## config.mk

```make
export PLATFORM = sky130hd
export DESIGN_NAME = bmp_stream_parser_flat
export DESIGN_NICKNAME = d
export VERILOG_FILES = /design/src/rtl/bmp_pkg.sv /design/src/rtl/bmp_stream_parser_if.sv /design/src/rtl/bmp_pix_assembler.sv /design/src/rtl/bmp_stream_parser.sv /design/src/flat_wrapper.sv
export SDC_FILE = /design/constraint.sdc
export NUM_CORES = 1
export LEC_CHECK = 0
export CAP_MARGIN = 20
export CORE_ASPECT_RATIO = 0.75
export CORE_UTILIZATION = 30
export DETAILED_ROUTE_END_ITERATION = 10
export GPL_ROUTABILITY_DRIVEN = 0
export PLACE_DENSITY = 0.43
export SLEW_MARGIN = 20
export SYNTH_ARGS = -nofsm -noshare
export SYNTH_HDL_FRONTEND = slang
export SYNTH_SLANG_ARGS = --single-unit
export TNS_END_PERCENT = 1
```

## constraint.sdc

```tcl
create_clock -name clk -period 7.9 [get_ports clk]
set_input_delay 1.58 -clock clk [delete_from_list [all_inputs] [get_ports clk]]
set_output_delay 1.58 -clock clk [all_outputs]
set_load 0.005 [all_outputs]
```

## src/rtl/bmp_pkg.sv

```systemverilog
// Shared constants, header field offsets, error codes and parser states for
// the 24-bpp BMP stream parser.
package bmp_pkg;

  localparam int unsigned BMP_HDR_BYTES   = 54;
  localparam logic [15:0] BMP_MAGIC       = 16'h424D;

  localparam int unsigned OFS_OFF_BITS    = 10;
  localparam int unsigned OFS_WIDTH       = 18;
  localparam int unsigned OFS_HEIGHT      = 22;
  localparam int unsigned OFS_BIT_COUNT   = 28;
  localparam int unsigned OFS_COMPRESSION = 30;

  typedef enum logic [2:0] {
    ERR_NONE        = 3'd0,
    ERR_MAGIC       = 3'd1,
    ERR_BPP         = 3'd2,
    ERR_COMPRESSION = 3'd3,
    ERR_DIMENSIONS  = 3'd4,
    ERR_OFFSET      = 3'd5
  } bmp_err_e;

  typedef enum logic [2:0] {
    HDR,
    SKIP,
    PIXEL,
    PAD,
    DONE,
    ERROR
  } parser_state_e;

  // Priority encoder: the lowest-numbered failing check is reported.
  function automatic bmp_err_e selectError(input logic magicBad,
                                           input logic bppBad,
                                           input logic compBad,
                                           input logic dimBad,
                                           input logic offBad);
    if (magicBad)     return ERR_MAGIC;
    else if (bppBad)  return ERR_BPP;
    else if (compBad) return ERR_COMPRESSION;
    else if (dimBad)  return ERR_DIMENSIONS;
    else if (offBad)  return ERR_OFFSET;
    else              return ERR_NONE;
  endfunction

endpackage

```

## src/rtl/bmp_stream_parser_if.sv

```systemverilog
// Byte-in / pixel-out handshake bundle of the BMP parser.
// master = parser side, slave = byte source / pixel sink side.
interface bmp_stream_parser_if #(parameter int DIM_W = 13);

  logic [7:0]       s_data;
  logic             s_valid;
  logic             s_ready;
  logic [23:0]      m_pixel;
  logic [DIM_W-1:0] m_x;
  logic [DIM_W-1:0] m_y;
  logic             m_sof;
  logic             m_eol;
  logic             m_eof;
  logic             m_valid;
  logic             m_ready;

  modport master (
    input  s_data, s_valid, m_ready,
    output s_ready, m_pixel, m_x, m_y, m_sof, m_eol, m_eof, m_valid
  );

  modport slave (
    output s_data, s_valid, m_ready,
    input  s_ready, m_pixel, m_x, m_y, m_sof, m_eol, m_eof, m_valid
  );

endinterface

```

## src/rtl/bmp_pix_assembler.sv

```systemverilog
// Collects B,G,R file bytes into one {R,G,B} pixel and holds it in a
// single-entry output register with its coordinates and frame markers.
module bmp_pix_assembler
  import bmp_pkg::*;
#(
  parameter int DIM_W = 13
) (
  input  logic             clk,
  input  logic             rst,
  input  logic [7:0]       byteData,
  input  logic             byteValid,
  output logic             byteReady,
  output logic             pixelTake,
  input  logic [DIM_W-1:0] pixX,
  input  logic [DIM_W-1:0] pixY,
  input  logic             pixSof,
  input  logic             pixEol,
  input  logic             pixEof,
  output logic [23:0]      outPixel,
  output logic [DIM_W-1:0] outX,
  output logic [DIM_W-1:0] outY,
  output logic             outSof,
  output logic             outEol,
  output logic             outEof,
  output logic             outValid,
  input  logic             outReady
);

  logic [1:0] phase;
  logic [7:0] blue;
  logic [7:0] green;

  // Only the R byte needs a free slot; it may land while the old pixel leaves.
  always_comb begin
    byteReady = !((phase == 2'd2) && outValid && !outReady);
    pixelTake = byteValid && byteReady && (phase == 2'd2);
  end

  always_ff @(posedge clk) begin
    if (rst) begin
      phase    <= 2'd0;
      blue     <= 8'd0;
      green    <= 8'd0;
      outPixel <= 24'd0;
      outX     <= '0;
      outY     <= '0;
      outSof   <= 1'b0;
      outEol   <= 1'b0;
      outEof   <= 1'b0;
      outValid <= 1'b0;
    end else begin
      if (byteValid && byteReady) begin
        case (phase)
          2'd0: begin
            blue  <= byteData;
            phase <= 2'd1;
          end
          2'd1: begin
            green <= byteData;
            phase <= 2'd2;
          end
          default: phase <= 2'd0;
        endcase
      end
      if (pixelTake) begin
        outPixel <= {byteData, green, blue};
        outX     <= pixX;
        outY     <= pixY;
        outSof   <= pixSof;
        outEol   <= pixEol;
        outEof   <= pixEof;
        outValid <= 1'b1;
      end else if (outReady) begin
        outValid <= 1'b0;
      end
    end
  end

endmodule

```

## src/rtl/bmp_stream_parser.sv

```systemverilog
// 24-bpp uncompressed BMP byte-stream parser: header check, offset skip,
// pixel extraction with row-padding removal. Optional macro BMP_TOPDOWN_EN
// accepts negative biHeight (top-down row order).
module bmp_stream_parser
  import bmp_pkg::*;
#(
  parameter int MAX_HRES = 4096,
  parameter int MAX_VRES = 4096,
  parameter int DIM_W    = 13
) (
  input  logic             clk,
  input  logic             rst,
  bmp_stream_parser_if.master bus,
  output logic             hdr_valid,
  output logic [DIM_W-1:0] img_width,
  output logic [DIM_W-1:0] img_height,
  output logic             hdr_error,
  output logic [2:0]       err_code
);

`ifdef BMP_TOPDOWN_EN
  localparam bit TOPDOWN_OK = 1'b1;
`else
  localparam bit TOPDOWN_OK = 1'b0;
`endif

  parser_state_e    state;
  logic [31:0]      byteCnt;
  logic [15:0]      magic;
  logic [31:0]      offBits;
  logic [31:0]      hdrWidth;
  logic [31:0]      hdrHeight;
  logic [15:0]      bitCount;
  logic [31:0]      compression;
  logic [DIM_W-1:0] curX;
  logic [DIM_W-1:0] curY;
  logic             topDown;
  logic             firstPix;
  logic [1:0]       padLeft;

  logic             fire;
  logic             asmValid;
  logic             asmReady;
  logic             pixelTake;
  logic             heightNeg;
  logic [31:0]      absHeight;
  logic             dimBad;
  bmp_err_e         errSel;
  logic             lastX;
  logic             lastRow;
  logic [DIM_W-1:0] nextY;

  // Header validation is evaluated continuously; it is only acted on at byte 53.
  always_comb begin
    heightNeg = hdrHeight[31];
    absHeight = heightNeg ? (~hdrHeight + 32'd1) : hdrHeight;
    dimBad    = (hdrWidth == 32'd0) || (hdrWidth > 32'(MAX_HRES)) ||
                (hdrHeight == 32'd0) || (absHeight > 32'(MAX_VRES)) ||
                (heightNeg && !TOPDOWN_OK);
    errSel    = selectError(magic != BMP_MAGIC,
                            bitCount != 16'd24,
                            compression != 32'd0,
                            dimBad,
                            offBits < 32'(BMP_HDR_BYTES));
  end

  always_comb begin
    lastX   = (curX == img_width - DIM_W'(1));
    lastRow = topDown ? (curY == img_height - DIM_W'(1)) : (curY == '0);
    nextY   = topDown ? (curY + DIM_W'(1)) : (curY - DIM_W'(1));
  end

  always_comb begin
    bus.s_ready = 1'b0;
    case (state)
      HDR, SKIP, PAD, ERROR: bus.s_ready = 1'b1;
      PIXEL:                 bus.s_ready = asmReady;
      default:               bus.s_ready = 1'b0;
    endcase
    fire     = bus.s_valid && bus.s_ready;
    asmValid = bus.s_valid && (state == PIXEL);
  end

  bmp_pix_assembler #(.DIM_W(DIM_W)) u_assembler (
    .clk      (clk),
    .rst      (rst),
    .byteData (bus.s_data),
    .byteValid(asmValid),
    .byteReady(asmReady),
    .pixelTake(pixelTake),
    .pixX     (curX),
    .pixY     (curY),
    .pixSof   (firstPix),
    .pixEol   (lastX),
    .pixEof   (lastX && lastRow),
    .outPixel (bus.m_pixel),
    .outX     (bus.m_x),
    .outY     (bus.m_y),
    .outSof   (bus.m_sof),
    .outEol   (bus.m_eol),
    .outEof   (bus.m_eof),
    .outValid (bus.m_valid),
    .outReady (bus.m_ready)
  );

  always_ff @(posedge clk) begin
    if (rst) begin
      state       <= HDR;
      byteCnt     <= 32'd0;
      magic       <= 16'd0;
      offBits     <= 32'd0;
      hdrWidth    <= 32'd0;
      hdrHeight   <= 32'd0;
      bitCount    <= 16'd0;
      compression <= 32'd0;
      curX        <= '0;
      curY        <= '0;
      topDown     <= 1'b0;
      firstPix    <= 1'b0;
      padLeft     <= 2'd0;
      hdr_valid   <= 1'b0;
      img_width   <= '0;
      img_height  <= '0;
      hdr_error   <= 1'b0;
      err_code    <= ERR_NONE;
    end else begin
      case (state)
        HDR: begin
          if (fire) begin
            byteCnt <= byteCnt + 32'd1;
            case (byteCnt)
              32'd0:               magic[15:8]        <= bus.s_data;
              32'd1:               magic[7:0]         <= bus.s_data;
              OFS_OFF_BITS:        offBits[7:0]       <= bus.s_data;
              OFS_OFF_BITS + 1:    offBits[15:8]      <= bus.s_data;
              OFS_OFF_BITS + 2:    offBits[23:16]     <= bus.s_data;
              OFS_OFF_BITS + 3:    offBits[31:24]     <= bus.s_data;
              OFS_WIDTH:           hdrWidth[7:0]      <= bus.s_data;
              OFS_WIDTH + 1:       hdrWidth[15:8]     <= bus.s_data;
              OFS_WIDTH + 2:       hdrWidth[23:16]    <= bus.s_data;
              OFS_WIDTH + 3:       hdrWidth[31:24]    <= bus.s_data;
              OFS_HEIGHT:          hdrHeight[7:0]     <= bus.s_data;
              OFS_HEIGHT + 1:      hdrHeight[15:8]    <= bus.s_data;
              OFS_HEIGHT + 2:      hdrHeight[23:16]   <= bus.s_data;
              OFS_HEIGHT + 3:      hdrHeight[31:24]   <= bus.s_data;
              OFS_BIT_COUNT:       bitCount[7:0]      <= bus.s_data;
              OFS_BIT_COUNT + 1:   bitCount[15:8]     <= bus.s_data;
              OFS_COMPRESSION:     compression[7:0]   <= bus.s_data;
              OFS_COMPRESSION + 1: compression[15:8]  <= bus.s_data;
              OFS_COMPRESSION + 2: compression[23:16] <= bus.s_data;
              OFS_COMPRESSION + 3: compression[31:24] <= bus.s_data;
              default: ;
            endcase
            if (byteCnt == 32'(BMP_HDR_BYTES - 1)) begin
              if (errSel != ERR_NONE) begin
                state     <= ERROR;
                hdr_error <= 1'b1;
                err_code  <= errSel;
              end else begin
                hdr_valid  <= 1'b1;
                img_width  <= hdrWidth[DIM_W-1:0];
                img_height <= absHeight[DIM_W-1:0];
                topDown    <= heightNeg;
                curX       <= '0;
                curY       <= heightNeg ? '0 : (absHeight[DIM_W-1:0] - DIM_W'(1));
                firstPix   <= 1'b1;
                state      <= (offBits > 32'(BMP_HDR_BYTES)) ? SKIP : PIXEL;
              end
            end
          end
        end

        SKIP: begin
          if (fire) begin
            byteCnt <= byteCnt + 32'd1;
            if (byteCnt + 32'd1 == offBits) state <= PIXEL;
          end
        end

        // Row advance is deferred past the pad bytes so lastRow stays valid in PAD.
        PIXEL: begin
          if (pixelTake) begin
            firstPix <= 1'b0;
            if (lastX) begin
              curX <= '0;
              if (img_width[1:0] != 2'd0) begin
                padLeft <= img_width[1:0];
                state   <= PAD;
              end else if (lastRow) begin
                state <= DONE;
              end else begin
                curY <= nextY;
              end
            end else begin
              curX <= curX + DIM_W'(1);
            end
          end
        end

        PAD: begin
          if (fire) begin
            padLeft <= padLeft - 2'd1;
            if (padLeft == 2'd1) begin
              if (lastRow) begin
                state <= DONE;
              end else begin
                curY  <= nextY;
                state <= PIXEL;
              end
            end
          end
        end

        // Wait for the end-of-frame pixel to leave, then expect the next file.
        DONE: begin
          if (!bus.m_valid || bus.m_ready) begin
            hdr_valid <= 1'b0;
            byteCnt   <= 32'd0;
            state     <= HDR;
          end
        end

        ERROR: ;

        default: state <= HDR;
      endcase
    end
  end

endmodule

```

## src/flat_wrapper.sv

```systemverilog
// flat-port wrapper written by rule: the top's interface ports become plain ports
module bmp_stream_parser_flat import bmp_pkg::*;
#(
  parameter int MAX_HRES = 4096,
  parameter int MAX_VRES = 4096,
  parameter int DIM_W    = 13
)
  (clk, rst, hdr_valid, img_width, img_height, hdr_error, err_code, bus_s_data, bus_s_valid, bus_m_ready, bus_s_ready, bus_m_pixel, bus_m_x, bus_m_y, bus_m_sof, bus_m_eol, bus_m_eof, bus_m_valid);
  bmp_stream_parser_if #(.DIM_W(DIM_W)) bus_i ();
  input  logic clk;
  input  logic rst;
  output logic hdr_valid;
  output logic [DIM_W-1:0] img_width;
  output logic [DIM_W-1:0] img_height;
  output logic hdr_error;
  output logic [2:0] err_code;
  input wire logic [$bits(bus_i.s_data)-1:0] bus_s_data;
  input wire logic [$bits(bus_i.s_valid)-1:0] bus_s_valid;
  input wire logic [$bits(bus_i.m_ready)-1:0] bus_m_ready;
  output wire logic [$bits(bus_i.s_ready)-1:0] bus_s_ready;
  output wire logic [$bits(bus_i.m_pixel)-1:0] bus_m_pixel;
  output wire logic [$bits(bus_i.m_x)-1:0] bus_m_x;
  output wire logic [$bits(bus_i.m_y)-1:0] bus_m_y;
  output wire logic [$bits(bus_i.m_sof)-1:0] bus_m_sof;
  output wire logic [$bits(bus_i.m_eol)-1:0] bus_m_eol;
  output wire logic [$bits(bus_i.m_eof)-1:0] bus_m_eof;
  output wire logic [$bits(bus_i.m_valid)-1:0] bus_m_valid;
  assign bus_i.s_data = bus_s_data;
  assign bus_i.s_valid = bus_s_valid;
  assign bus_i.m_ready = bus_m_ready;
  assign bus_s_ready = bus_i.s_ready;
  assign bus_m_pixel = bus_i.m_pixel;
  assign bus_m_x = bus_i.m_x;
  assign bus_m_y = bus_i.m_y;
  assign bus_m_sof = bus_i.m_sof;
  assign bus_m_eol = bus_i.m_eol;
  assign bus_m_eof = bus_i.m_eof;
  assign bus_m_valid = bus_i.m_valid;
  bmp_stream_parser #(.MAX_HRES(MAX_HRES), .MAX_VRES(MAX_VRES), .DIM_W(DIM_W)) u_core (.clk(clk), .rst(rst), .bus(bus_i), .hdr_valid(hdr_valid), .img_width(img_width), .img_height(img_height), .hdr_error(hdr_error), .err_code(err_code));
endmodule
```

==> flow_summary.yaml, run 1 <==
logic_synthesis:
  synthAdderAreaFrac_pct: 1.67
  yosys.area_share.simple_pct: 28.6
  avgSynthCellArea_sq_um: 7.55
  synth.area.top_cells: "dfxtp_1 (39%), nand2_1 (11%), a21oi_1 (9.0%), clkbuf_1 (3.3%), nor2_1 (3.1%)"
  synthArstFlopShare_pct: 0
  yosys_warnings: 0
  ys.flop_type: "dfxtp_1"
  synth_top_family_by_area: "simple AND/OR/NAND/NOR gates"
  ys_seq_area_share_pct: 38.8
  ys_ff_latch: 328
  synth_top_cell_by_area: "dfxtp_1"
  synth_cells: 2238
  synth.area.mux_share_pct: 2.10
  synth_compound_area_share_pct: 18.7
  yosys.cell_types.count: 81
  synth_nets: 2272
  synth_xor_area_share_pct: 5.44
  synth_top_area_share_pct: 38.8
  synth_edf_count: 0
  synth_area_sq_um: 16900
clock_network:
  numCtsBuffers: 39
  cts_buffer_depth: 3
  ctsHoldBuffers: 0
  cts_tree: "yes"
  clock-sinks: 328
  htreeDepth: 2
  path_clk_slew_ps: 50
  post-cts-setup-buffers: 0
  clk_latency_ps: 590
  cts.repair.resized: 0
  root_buffer: "clkbuf_16"
sta:
  tns_ps: 0
  fmax_ghz: 0.194
  tightest_slew_ps: 1060
  hold_violations: 0
  fin_crit_sh_pct: 65.4
  period_needed_ps: 5160
  slew_headroom_pct: 28.9
  layout_setup_ws_ps: 2740
  final_max_slew_viol_count: 0
  rsz0062_at_grt: "no"
  finalSetupViolations: 0
  skew_ps: 25.1
worst_setup_path:
  r2r_slack_ps: 3170
  slowest_stage: "a221oi_1"
  crit_arrival_ps: 3580
  timing.rr.end: "u_core.curX[4]"
  reg2reg_from: "u_core.hdrHeight[0]"
  rr_worst_depth: 11
  crit_required_ps: 6320
  cp-start-kind: "input pin"
  timing.critical_path.mode_cell: "clkdlybuf4s50_1"
  cp_top_family: "buffers and inverters"
  cp_max_fo: 3
  path_class: "input pin to primary output"
  crit_path_end_kind: "primary output"
  critical_path_depth: 4
  path_buf_inv: 2
  worstPathCellList: "clkdlybuf4s50_1 -> nor4bb_1 -> a221oi_1 -> clkdlybuf4s50_1"
  cpPeakStageDelay_ps: 760
placement:
  portBuffers: 97
  numPlacedInstances: 2901
  dp_slack_ps: 2640
  dp_hpwl_um: 39500
power_and_ir_drop:
  power_frac_seq_pct: 43.6
  switching_power_mw: 1.09
  pwr-share-comb_pct: 10.1
  powerDensity_nw_per_um2: 201
  p_int_mw: 2.82
  pwr-share-clk_pct: 46.3
  p_leak_nw: 6.50
  peakVddDrop_mv: 0.151
  total_power_mw: 3.92
  p_sw_share_pct: 27.9
die:
  die_h_um: 208
  die_area_sq_um: 57300
  start_util_pct: 30.7
  ioPinCount: 98
  row_count: 74
  coreArea_sq_um: 55100
  fp.dieW_um: 276
finish:
  insertedDiodeCount: 0
  final.fill_count: 5720
  fin_cells: 2969
  seq_area_sq_um: 6570
  final_common_cell: "nand2_1"
  syn_to_final_growth_pct: 15.1
  multiInputGateArea_sq_um: 9560
  final_nets: 2254
  drive_gt1_share_pct: 5.21
  final_cell_mix: "nand2_1 (498), dfxtp_1 (328), a21oi_1 (303)"
global_route:
  antenna_found_initial: 3
  grt_overflow: 0
  track_usage_pct: 20.2
  grt_pass1_vias: 15000
  grt_max_degree: 95
  grt_pass1_wl_um: 91500
routing:
  routed_wl_um: 59200
  ant_nets: 0
  drc: 0
  route.vias.total: 16200
  routedWlPerCell_um: 19.9
  viasPerCell: 5.45
  drtPass1Iterations: 5
  drtIter0Drc: 1323
worst_hold_path:
  min_to: "u_core.u_assembler.outSof"
  hold_path_class: "register to register"
  hold_path_depth: 2
  worstHoldStart: "u_core.firstPix"
job:
  maxCapViolCount: 0
run_status:
  outcome: "complete, no violations"
## flip-flops by register name, indices dropped and copies added, names as in the netlist, 2 cells and up
name                         count
u_core.offBits                  32
u_core.byteCnt                  32
u_core.padLeft                   2
u_core.u_assembler.outPixel     24
u_core.u_assembler.outY         13
u_core.u_assembler.outX         13
u_core.state                     3
u_core.img_width                13
u_core.bitCount                 16
u_core.err_code                  3
u_core.curX                     13
u_core.hdrWidth                 32
u_core.magic                    16
u_core.u_assembler.phase         2
u_core.curY                     13
u_core.img_height               13
u_core.u_assembler.green         8
u_core.hdrHeight                32
u_core.compression              32
u_core.u_assembler.blue          8
## worst min-delay path: cells and delay by family (launching register included)
kind | cells | cell delay, ps
simple gates | 1 | 50
flops | 1 | 310
compound gates | 1 | 50
## through the flow
stage	utilization, %	cell area (sq um)	hold slack (ps)
2_1_floorplan	-	16900	427
4_1_cts	35.3	19400	448
6_report	35.3	19500	446
3_5_place_dp	33.0	18200	445
5_1_grt	35.3	19500	456
3_3_place_gp	33.0	18200	435
## power groups by stage
| stage | Combinational [mW] | Sequential, mW | Clock (mW) |
|---|---|---|---|
| floorplan | 0.282 | 1.72 | 0 |
| global placement | 0.394 | 1.74 | 0 |
| detailed placement | 0.395 | 1.74 | 0 |
| CTS | 0.397 | 1.70 | 1.87 |
| global route | 0.435 | 1.71 | 1.94 |
| finish | 0.397 | 1.71 | 1.81 |
## layout make-up
type	count	share of cell area (%)
tap	722	4.64
sequential	328	33.8
multi-input combinational	1711	49.2
clock inverter	15	1.05
timing repair buffer	110	5.31
inverter	30	0.579
clock buffer	53	5.49
## worst max path at each step
stage / startpoint / to / slack, ps
floorplan: bus_s_valid / u_core.hdrHeight[10] / 4210
global placement: bus_m_ready / bus_s_ready / 2640
detailed placement: bus_m_ready / bus_s_ready / 2640
CTS: bus_m_ready / bus_s_ready / 2620
global route: bus_m_ready / bus_s_ready / 2630
finish: bus_m_ready / bus_s_ready / 2740
## cell families after synthesis
group | Yosys count
muxes | 35
buffers and inverters | 199
and+or+nand+nor | 1025
AOI/OAI and AO/OA | 524
adders and majority gates | 22
xor gates and xnor gates | 105
DFF | 328
## routing by layer
metal	vias to the layer above	GRT usage [%]	part of all wire, %
met5	-	0	0
met4	0	5.22	1.9
met3	82	3.25	5.2
met2	390	29.5	41
met1	7836	30.5	52
li1	7877	-	-
## cells in the mapped netlist (12+ instances only)
cell type	instances
and2_1	15
dfxtp_1	328
nor3b_1	13
o21ai_0	58
and3_1	38
inv_1	30
mux2i_1	31
or2_2	12
nor2_1	138
nand3_1	62
ha_1	21
a31oi_1	14
and4_1	13
buf_2	16
a211oi_1	23
nand2_1	498
xor2_1	46
or4_1	12
nor3_1	61
clkbuf_1	147
a21oi_1	304
nor4_1	66
xnor2_1	59
nor2b_1	13
or3_1	15
nand4_1	29
(Power assumes the default switching activity.)
==> inputs of run 2 (changes only) <==
Settings changed: PLACE_DENSITY 0.43 to 0.44.
Clock period 7.9 ns to 4.62 ns, I/O delays scaled along.
==> flow_summary.yaml, run 2 (synthesis results as in run 1) <==
run_status:
  outcome: "complete, no violations"
clock_network:
  cts.repair.resized: 0
  path_clk_slew_ps: 60
  post-cts-setup-buffers: 0
  htreeDepth: 2
  numCtsBuffers: 38
  cts_buffer_depth: 3
  cts_tree: "yes"
  ctsHoldBuffers: 0
  root_buffer: "clkbuf_16"
  clock-sinks: 328
  clk_latency_ps: 580
job:
  maxCapViolCount: 0
worst_setup_path:
  path_class: "register to register"
  cp_max_fo: 11
  crit_arrival_ps: 4580
  crit_required_ps: 5120
  cp_top_family: "simple AND/OR/NAND/NOR gates"
  path_buf_inv: 2
  slowest_stage: "or3b_2"
  worstPathCellList: "inv_1 -> ha_1 -> or3b_2 -> nor4_2 -> a31oi_1 -> or3_1 -> a2111oi_4 -> nand4b_2 -> o21ai_1 -> buf_4 -> a21oi_1 -> nor3_1"
  cp-start-kind: "register"
  cpPeakStageDelay_ps: 590
  r2r_slack_ps: 540
  crit_path_end_kind: "register"
sta:
  fmax_ghz: 0.245
  tns_ps: 0
  tightest_slew_ps: 834
  skew_ps: 23.6
  slew_headroom_pct: 44.4
  hold_violations: 0
  rsz0062_at_grt: "no"
  final_max_slew_viol_count: 0
  period_needed_ps: 4080
  fin_crit_sh_pct: 88.2
  layout_setup_ws_ps: 543
  finalSetupViolations: 0
finish:
  final_common_cell: "nand2_1"
  final_cell_mix: "nand2_1 (498), dfxtp_1 (328), a21oi_1 (304)"
  syn_to_final_growth_pct: 16.6
  final_nets: 2285
  drive_gt1_share_pct: 6.49
  final.fill_count: 5780
  fin_cells: 3003
die:
  row_count: 74
  fp.dieW_um: 276
  die_h_um: 208
  coreArea_sq_um: 55100
  die_area_sq_um: 57300
  start_util_pct: 30.7
  ioPinCount: 98
power_and_ir_drop:
  pwr-share-clk_pct: 46.4
  peakVddDrop_mv: 0.202
  total_power_mw: 6.75
  p_sw_share_pct: 27.5
  powerDensity_nw_per_um2: 342
  p_int_mw: 4.90
  p_leak_nw: 6.68
  power_frac_seq_pct: 43.1
  switching_power_mw: 1.85
  pwr-share-comb_pct: 10.5
routing:
  routed_wl_um: 59300
  route.vias.total: 16300
  drc: 0
  viasPerCell: 5.42
  routedWlPerCell_um: 19.8
  drtIter0Drc: 1532
  ant_nets: 0
  drtPass1Iterations: 7
global_route:
  met2_usage_pct: 29.5
  grt_overflow: 0
  use_met1_pct: 31.2
  antenna_found_initial: 3
  grt.met3_usage_pct: 3.17
  track_usage_pct: 20.4
  grt_max_degree: 139
  top_usage_layer: "met1"
  grt_pass1_vias: 15300
  grt_pass1_wl_um: 92400
placement:
  numPlacedInstances: 2933
  dp_slack_ps: 599
  dp_hpwl_um: 40400
  portBuffers: 97
worst_hold_path:
  hold_path_class: "register to register"
==> run 2: through the flow <==
step,instance area [sq um],util (%),hold slack [ps]
finish,19700,35.8,443
global route,19700,35.8,473
CTS,19700,35.8,450
detailed placement,18400,33.5,441
global placement,18400,33.5,435
floorplan,16900,-,427
==> run 2: layer usage <==
metal | routed length [um] | vias to the layer above
li1 | - | 7929
met2 | 24100 | 429
met1 | 31000 | 7862
met4 | 943 | 0
met5 | 0 | -
met3 | 3260 | 69
==> run 2: area by class of cell <==
| class | instances | area [sq um] | share of cell area [%] |
|---|---|---|---|
| Multi-Input combinational cell | 1711 | 9550 | 48.5 |
| Clock inverter | 15 | 195 | 0.991 |
| Clock buffer | 54 | 1070 | 5.44 |
| Tap cell | 722 | 903 | 4.58 |
| Inverter | 30 | 113 | 0.572 |
| Timing Repair Buffer | 142 | 1300 | 6.59 |
| Sequential cell | 328 | 6570 | 33.3 |
| Antenna cell | 1 | 2.50 | 0.0127 |
==> run 2: worst register-to-register path: cells and delay by family, from the launching register on <==
kind	cells	cell delay (ps)
DFF	1	390
AOI/OAI and AO/OA	4	1110
adders and majority gates	1	210
and+or+nand+nor	5	1870
buffers and inverters	2	420
==> run 2: final timing paths <==
check | from | cells after the start | endpoint
setup / recovery | u_core.hdrHeight[0] | 12 | u_core.curY[7]
hold / removal | u_core.hdr_error | 2 | u_core.hdr_error
setup reg to reg | u_core.hdrHeight[0] | 12 | u_core.curY[7]
hold reg to reg | u_core.hdr_error | 2 | u_core.hdr_error
==> run 2: power by group through the flow <==
stage / sequential [mW] / combinational (mW) / clock (mW)
after global routing: 2.91 / 0.783 / 3.34
after floorplan: 2.95 / 0.482 / 0
after detailed placement: 2.97 / 0.705 / 0
after CTS: 2.91 / 0.710 / 3.22
after global placement: 2.97 / 0.703 / 0
final: 2.91 / 0.711 / 3.13
